<file path="config.mk">
export PLATFORM = sky130hd
export DESIGN_NAME = canvas_write_scheduler
export DESIGN_NICKNAME = d
export VERILOG_FILES = /design/src/rtl/canvas_write_scheduler.sv
export SDC_FILE = /design/constraint.sdc
export NUM_CORES = 1
export LEC_CHECK = 0
export CAP_MARGIN = 30
export CORE_UTILIZATION = 40
export DETAILED_ROUTE_END_ITERATION = 16
export GPL_ROUTABILITY_DRIVEN = 0
export PLACE_DENSITY_LB_ADDON = 0.15
export SLEW_MARGIN = 20
export SYNTH_ARGS = -nofsm -noshare
export SYNTH_HDL_FRONTEND = slang
export SYNTH_SLANG_ARGS = --single-unit
</file>
<file path="constraint.sdc">
create_clock -name i_clk -period 2.22 [get_ports i_clk]
set_clock_uncertainty 0.15 [all_clocks]
set_input_delay 0.333 -clock i_clk [delete_from_list [all_inputs] [get_ports i_clk]]
set_output_delay 0.333 -clock i_clk [all_outputs]
set_load 0.005 [all_outputs]
</file>
<file path="src/rtl/canvas_write_scheduler.sv">
// canvas_write_scheduler
// Owns the single write port of the COLS x ROWS canvas pixel store that the
// VGA controller scans out. Two sources compete for that port: a brush
// requester that paints one cell per request, and an internal fill sequencer
// that walks every cell in raster order to clear or flood the canvas.
// Optionally, writes are only granted during vertical blanking so the visible
// frame never shows a half-updated canvas.
//
// Ports:
//   i_clk          pixel clock, shared with the VGA controller
//   i_reset        synchronous reset, active LOW
//   i_vblank       high while the VGA vertical counter is in blanking
//   i_brush_req    brush level request, held until o_brush_ack
//   i_brush_x/y    brush cell coordinates
//   i_brush_color  brush pixel value
//   o_brush_ack    one-cycle acknowledge (also for out-of-range cells)
//   i_fill_req     start a fill; only looked at while idle
//   i_fill_color   fill value, captured when the fill is accepted
//   o_busy         fill in progress
//   o_fill_done    one-cycle pulse alongside the final fill write
//   o_wr_en        pixel store write strobe
//   o_wr_x/y       write cell coordinates
//   o_wr_data      write pixel value
module canvas_write_scheduler #(
  parameter int COLS        = 40,
  parameter int ROWS        = 30,
  parameter int PIX_W       = 6,
  parameter bit GATE_VBLANK = 1'b1
) (
  input  logic             i_clk,
  input  logic             i_reset,
  input  logic             i_vblank,
  input  logic             i_brush_req,
  input  logic [5:0]       i_brush_x,
  input  logic [4:0]       i_brush_y,
  input  logic [PIX_W-1:0] i_brush_color,
  output logic             o_brush_ack,
  input  logic             i_fill_req,
  input  logic [PIX_W-1:0] i_fill_color,
  output logic             o_busy,
  output logic             o_fill_done,
  output logic             o_wr_en,
  output logic [5:0]       o_wr_x,
  output logic [4:0]       o_wr_y,
  output logic [PIX_W-1:0] o_wr_data
);

  localparam logic [5:0] X_LIMIT = 6'(COLS);
  localparam logic [4:0] Y_LIMIT = 5'(ROWS);
  localparam logic [5:0] LAST_X  = 6'(COLS - 1);
  localparam logic [4:0] LAST_Y  = 5'(ROWS - 1);

  typedef enum logic {
    ST_IDLE,
    ST_FILL
  } state_t;

  state_t           r_state;
  logic [5:0]       r_curX;
  logic [4:0]       r_curY;
  logic [PIX_W-1:0] r_fillColor;

  logic w_permit;
  logic w_brushGrant;
  logic w_fillGrant;
  logic w_brushInRange;
  logic w_lastX;
  logic w_lastCell;

  // Grant decision for this edge. The brush always wins, but never in the
  // cycle its previous acknowledge is still visible: a requester that keeps
  // its level request up for one extra cycle would otherwise be written twice.
  // That gap cycle is free for the fill sequencer.
  always_comb begin
    w_permit       = (GATE_VBLANK == 1'b0) || i_vblank;
    w_brushGrant   = i_brush_req && w_permit && !o_brush_ack;
    w_fillGrant    = (r_state == ST_FILL) && w_permit && !w_brushGrant;
    w_brushInRange = (i_brush_x < X_LIMIT) && (i_brush_y < Y_LIMIT);
    w_lastX        = (r_curX == LAST_X);
    w_lastCell     = w_lastX && (r_curY == LAST_Y);
  end

  // Single registered process: write port outputs, handshakes, fill FSM and
  // cursor. An out-of-range brush is acknowledged so the requester moves on,
  // but the strobe stays low. The write address/data registers simply hold
  // their last value when nothing is written.
  // busy drops on the edge after the final write, i.e. when the fill_done
  // pulse is already showing, unless a new fill is accepted on that same edge.
  always_ff @(posedge i_clk) begin
    if (!i_reset) begin
      r_state     <= ST_IDLE;
      r_curX      <= '0;
      r_curY      <= '0;
      r_fillColor <= '0;
      o_brush_ack <= 1'b0;
      o_fill_done <= 1'b0;
      o_busy      <= 1'b0;
      o_wr_en     <= 1'b0;
      o_wr_x      <= '0;
      o_wr_y      <= '0;
      o_wr_data   <= '0;
    end else begin
      o_brush_ack <= w_brushGrant;
      o_fill_done <= w_fillGrant && w_lastCell;
      o_wr_en     <= w_brushGrant ? w_brushInRange : w_fillGrant;

      if (w_brushGrant && w_brushInRange) begin
        o_wr_x    <= i_brush_x;
        o_wr_y    <= i_brush_y;
        o_wr_data <= i_brush_color;
      end else if (w_fillGrant) begin
        o_wr_x    <= r_curX;
        o_wr_y    <= r_curY;
        o_wr_data <= r_fillColor;
      end

      case (r_state)
        ST_IDLE: begin
          if (i_fill_req) begin
            r_state     <= ST_FILL;
            r_fillColor <= i_fill_color;
            r_curX      <= '0;
            r_curY      <= '0;
            o_busy      <= 1'b1;
          end else if (o_fill_done) begin
            o_busy <= 1'b0;
          end
        end
        ST_FILL: begin
          // The cursor only moves on a fill grant, so a brush grant or a
          // blanking stall leaves the pending cell in place.
          if (w_fillGrant) begin
            if (w_lastCell) begin
              r_state <= ST_IDLE;
              r_curX  <= '0;
              r_curY  <= '0;
            end else if (w_lastX) begin
              r_curX <= '0;
              r_curY <= r_curY + 5'd1;
            end else begin
              r_curX <= r_curX + 6'd1;
            end
          end
        end
        default: r_state <= ST_IDLE;
      endcase
    end
  end

endmodule

</file>
* Word-level counts from Yosys, hierarchy flattened
Cells that the tools add are included.
** Word-level totals
- Register bits after elaboration :: 39
- Input bits :: 28
- Output and inout bits :: 21
- Word-level logic and storage cells :: 60
** Cells by class
- $add $sub $neg :: 2
- Magnitude comparators :: 2
- Eq/ne operators :: 5
- Mux-type cells :: 23
- Bitwise gates (word level) :: 1
- Reductions and logical operators :: 16
** Operators with widths (count)
- 6-bit 2-to-1 mux :: 8
- 5-bit 2-to-1 mux :: 6
- 6-bit one-hot mux with 2 select lines :: 1
- 5-bit one-hot mux with 2 select lines :: 1
- 1-bit logical AND :: 8
- 6-bit by 1-bit adder with 6-bit output (second input constant) :: 1
- 6-bit == test (second input constant) :: 1
- 6-bit less-than comparator (second input constant) :: 1
- 1-bit 2-to-1 mux :: 6
- 2-bit AND reduction :: 3
- 5-bit by 1-bit adder with 5-bit output (second input constant) :: 1
- 5-bit == test (second input constant) :: 1
- 5-bit less-than comparator (second input constant) :: 1
- 2-bit nonzero test :: 2
- 3-bit by 1-bit inequality test with 1-bit output (second input constant) :: 1
- 3-bit AND reduction :: 1
- 1-bit zero test :: 2
- 2-bit by 1-bit inequality test with 1-bit output (second input constant) :: 1
- 2-bit inequality test (second input constant) :: 1
- 1-bit one-hot mux with 2 select lines :: 1
- 1-bit inverter :: 1

* Logic depth before layout (Yosys ltp)
- Word-level depth :: 6
- Depth in mapped cells :: 6
- Gate-level depth less buffers :: 5

* Least setup slack after synthesis
Ideal clock, no wire load.
- Path type :: register to register
- Start :: register r_curX[2]
- End :: register r_state
- Library setup time :: 0.115 ns
- Data arrival time :: 1.296 ns
- Data required time :: 1.955 ns
- Setup slack :: 0.659 ns
- Stages on the path, launching flop included :: 5
- Period minus slack after synthesis :: 1.561 ns
- Cell sequence :: dfxtp_1 or3b_4 nor4_4 a21oi_1 o21a_1
** On the way
- Cells in the longest elaborated chain, start to end :: 5
** RTL lines
- start: declaration :: line 59 : logic [5:0] r_curX;
- start signal: assignment :: line 141 : r_curX <= r_curX + 6'd1;
- 6-bit == test :: line 79 : w_lastX = (r_curX == LAST_X);
- 1-bit logical AND :: line 80 : w_lastCell = w_lastX && (r_curY == LAST_Y);
- 1-bit 2-to-1 mux :: line 133 : if (w_lastCell) begin
- 1-bit 2-to-1 mux :: line 132 : if (w_fillGrant) begin
- 1-bit one-hot mux with 2 select lines :: line 117 : case (r_state)
- end signal: assignment :: line 91 : r_state <= ST_IDLE;
- end signal: assignment :: line 120 : r_state <= ST_FILL;
- end signal: assignment :: line 134 : r_state <= ST_IDLE;
- end: declaration :: line 58 : state_t r_state;
No other way between the ends.
A chain may end at the register's enable or synchronous reset.

* Worst setup path in the final report
Same ends and word-level chain as after synthesis.

==> flow_summary.yaml <==
outcome:
  status: "finished clean"
global_route:
  grt_overflow: 0
  antenna_found_initial: 0
  grt_pass1_vias: 1380
  grt_use_total: 0.191
  grt_pass1_wl_um: 6310
  grt_start_max_net_pins: 36
hold_path:
  hold_depth: 2
  hold_path_class: "flop to flop"
setup_path:
  cp.required_ps: 2250
  crit_family: "simple AND/OR/NAND/NOR gates"
  path_cells: "or3b_4 > nor4_4 > a21oi_1 > o21a_1"
  end_kind: "flop"
  arrival_ps: 1790
  crit_type: "flop to flop"
  crit_cells: 4
  slowest_delay_ps: 450
  cp_max_fo: 7
  critPathBufInv: 0
  reg2reg_depth: 4
  crit_slowest_cell: "dfxtp_1"
  crit_path_start_kind: "flop"
timing:
  hold_viol_final: 0
  setup-violations-final: 0
  tns_ps: 0
  rsz0062_at_grt: "no"
  fmax_ghz: 0.570
  fin_crit_sh: 0.790
  slew_headroom: 0.716
  drv_slew: 0
  finalCriticalPeriod_ps: 1750
  finalWorstSetupSlack_ps: 465
  worst_pin_slew_ps: 423
clock_tree:
  cts-buffers-inserted: 5
  hold_buffers: 0
  cts-root-buf: "clkbuf_8"
  cts.sink_count: 39
  cts_setup_buffers: 0
  cts-htree-levels: 2
  cts_max_path_buffers: 2
  cts_resized: 0
  clk_pin_slew_ps: 80
  insertion_delay_ps: 290
  cts_tree: "yes"
detailed_routing:
  drc: 0
  routed_wl_um: 4000
  ant_nets: 0
  vias: 1498
  routed_via_density: 5.15
  routedWlPerCell_um: 13.7
  firstDrtPassIters: 4
  drtIter0Drc: 56
synth:
  synth_top_family_by_area: "compound AO/OA/AOI/OAI gates"
  synth_top_area_share: 0.453
  synth_compound_area_frac: 0.276
  yosysUniqueCellTypes: 38
  netlist_instances: 189
  syn_avg_cell_area_um2: 9.13
  yosys_warnings: 0
  yosys.area_share.adder: 0.0218
  synth_area_leaders: "dfxtp_1 45%, a22oi_1 7.4%, nand2_1 7.4%"
  synth_xor_area_frac: 0.0102
  syn-cell-area_um2: 1730
  synthFlopType: "dfxtp_1"
  syn_nets: 220
  synth_top_area_cell: "dfxtp_1"
  yosys.area_share.simple: 0.201
  synth-edff-count: 0
  synth_mux_area_frac: 0.00580
  ys_seq_elements: 39
  async_reset_ff_frac: 0
  synth_seq_area_share: 0.453
die:
  ioPinCount: 49
  coreArea_um2: 4060
  num_rows: 23
  fp.dieW_um: 67.7
  die_area_um2: 4580
  start_util: 0.425
  die_y_um: 67.7
placement:
  dp_slack_ps: 244
  dp.cells: 283
  numPortBuffers: 48
  post-dp-hpwl_um: 2770
cells_and_area:
  seq_area_um2: 781
  synthToLayoutAreaGrowth_pct: 37.5
  stdcell_count: 291
  multi_input_area_um2: 888
  n_antenna_cell: 0
  fill_cells: 377
  layout-drive-gt1-share: 0.0788
  final_nets: 271
pwr:
  p_switching_uw: 351
  power_uw: 1440
  comb_power_share: 0.138
  p_int_uw: 1090
  vdd_ir_drop_max_mv: 0.300
  seqPwrFrac: 0.513
  switching_share: 0.243
  clkPwrFrac: 0.349
  power.density_nw_per_um2: 608
  p_leak_uw: 0.000836
job:
  drv_cap: 0
## flip-flops by register name, indices dropped and copies added, names as in the netlist
signal,count
r_state,1
o_brush_ack,1
o_wr_x,6
r_fillColor,6
o_wr_y,5
o_fill_done,1
o_wr_data,6
o_wr_en,1
r_curY,5
r_curX,6
o_busy,1
## layout by cell type (no fill, tap or decap), types with 5 or more instances in the layout
| cell | netlist | final |
|---|---|---|
| clkbuf_8 | 0 | 6 |
| a21boi_1 | 10 | 10 |
| dfxtp_1 | 39 | 39 |
| clkdlybuf4s50_1 | 0 | 48 |
| a21boi_0 | 15 | 15 |
| a22oi_1 | 17 | 17 |
| a21oi_1 | 5 | 5 |
| o21ai_0 | 5 | 5 |
| nand2_1 | 34 | 34 |
## cells in the mapped netlist (2+ instances only)
master / count
o22ai_1: 2
a22oi_1: 17
o21a_1: 4
a21boi_0: 15
o21ai_0: 5
clkbuf_1: 5
nor2b_1: 4
dfxtp_1: 39
a21boi_1: 10
and2_1: 4
nand3_1: 4
nand4_1: 4
o21ai_1: 2
nand2_1: 34
or3_1: 3
buf_2: 3
inv_1: 4
and3_1: 2
ha_1: 3
nor2_1: 3
a21oi_1: 5
## metal layers
| layer | part of all wire | GRT usage | wire [µm] |
|---|---|---|---|
| met3 | 0.047 | 0.0541 | 188 |
| met5 | 0 | 0 | 0 |
| met1 | 0.47 | 0.234 | 1900 |
| met2 | 0.47 | 0.312 | 1870 |
| met4 | 0.011 | 0.0718 | 45 |
## path summary, 6_finish.rpt
check | from | end | slack (ps)
worst min-delay path | o_wr_x[0] | o_wr_x[0] | 300
worst max-delay path | r_curX[2] | r_state | 470
worst min register to register | o_wr_x[0] | o_wr_x[0] | 300
worst max register to register | r_curX[2] | r_state | 470
## stage by stage
| stage | utilization | hold slack, ps | cell area, µm² |
|---|---|---|---|
| 3_3_place_gp | 0.561 | 295 | 2280 |
| 2_1_floorplan | - | 294 | 1730 |
| 6_report | 0.585 | 302 | 2370 |
| 4_1_cts | 0.585 | 306 | 2370 |
| 3_5_place_dp | 0.561 | 296 | 2280 |
| 5_1_grt | 0.585 | 327 | 2370 |
## final cells by class
type                            instances  share of cell area
Timing Repair Buffer                   53               0.224
Tap cell                               50              0.0264
Inverter                                4             0.00633
Multi-Input combinational cell        137               0.374
Sequential cell                        39               0.329
Clock inverter                          1             0.00369
Clock buffer                            7              0.0364
## worst reg2reg max path, stage by stage, from the launching register on
cell     delay [ps]
dfxtp_1         450
or3b_4          430
nor4_4          330
a21oi_1         130
o21a_1          180
## cell families after synthesis
group                      count (synthesis)
xor gates and xnor gates                   2
muxes                                      1
and+or+nand+nor                           66
adders and majority gates                  3
DFF                                       39
buffers and inverters                     13
AOI/OAI and AO/OA                         65
## power groups by stage
stage / clock network (µW) / logic, µW / registers (µW)
finish: 504 / 199 / 741
global route: 546 / 218 / 745
CTS: 517 / 201 / 741
detailed placement: 0 / 200 / 757
global placement: 0 / 200 / 757
floorplan: 0 / 85.7 / 757
Power figures use the tool's default switching activity.
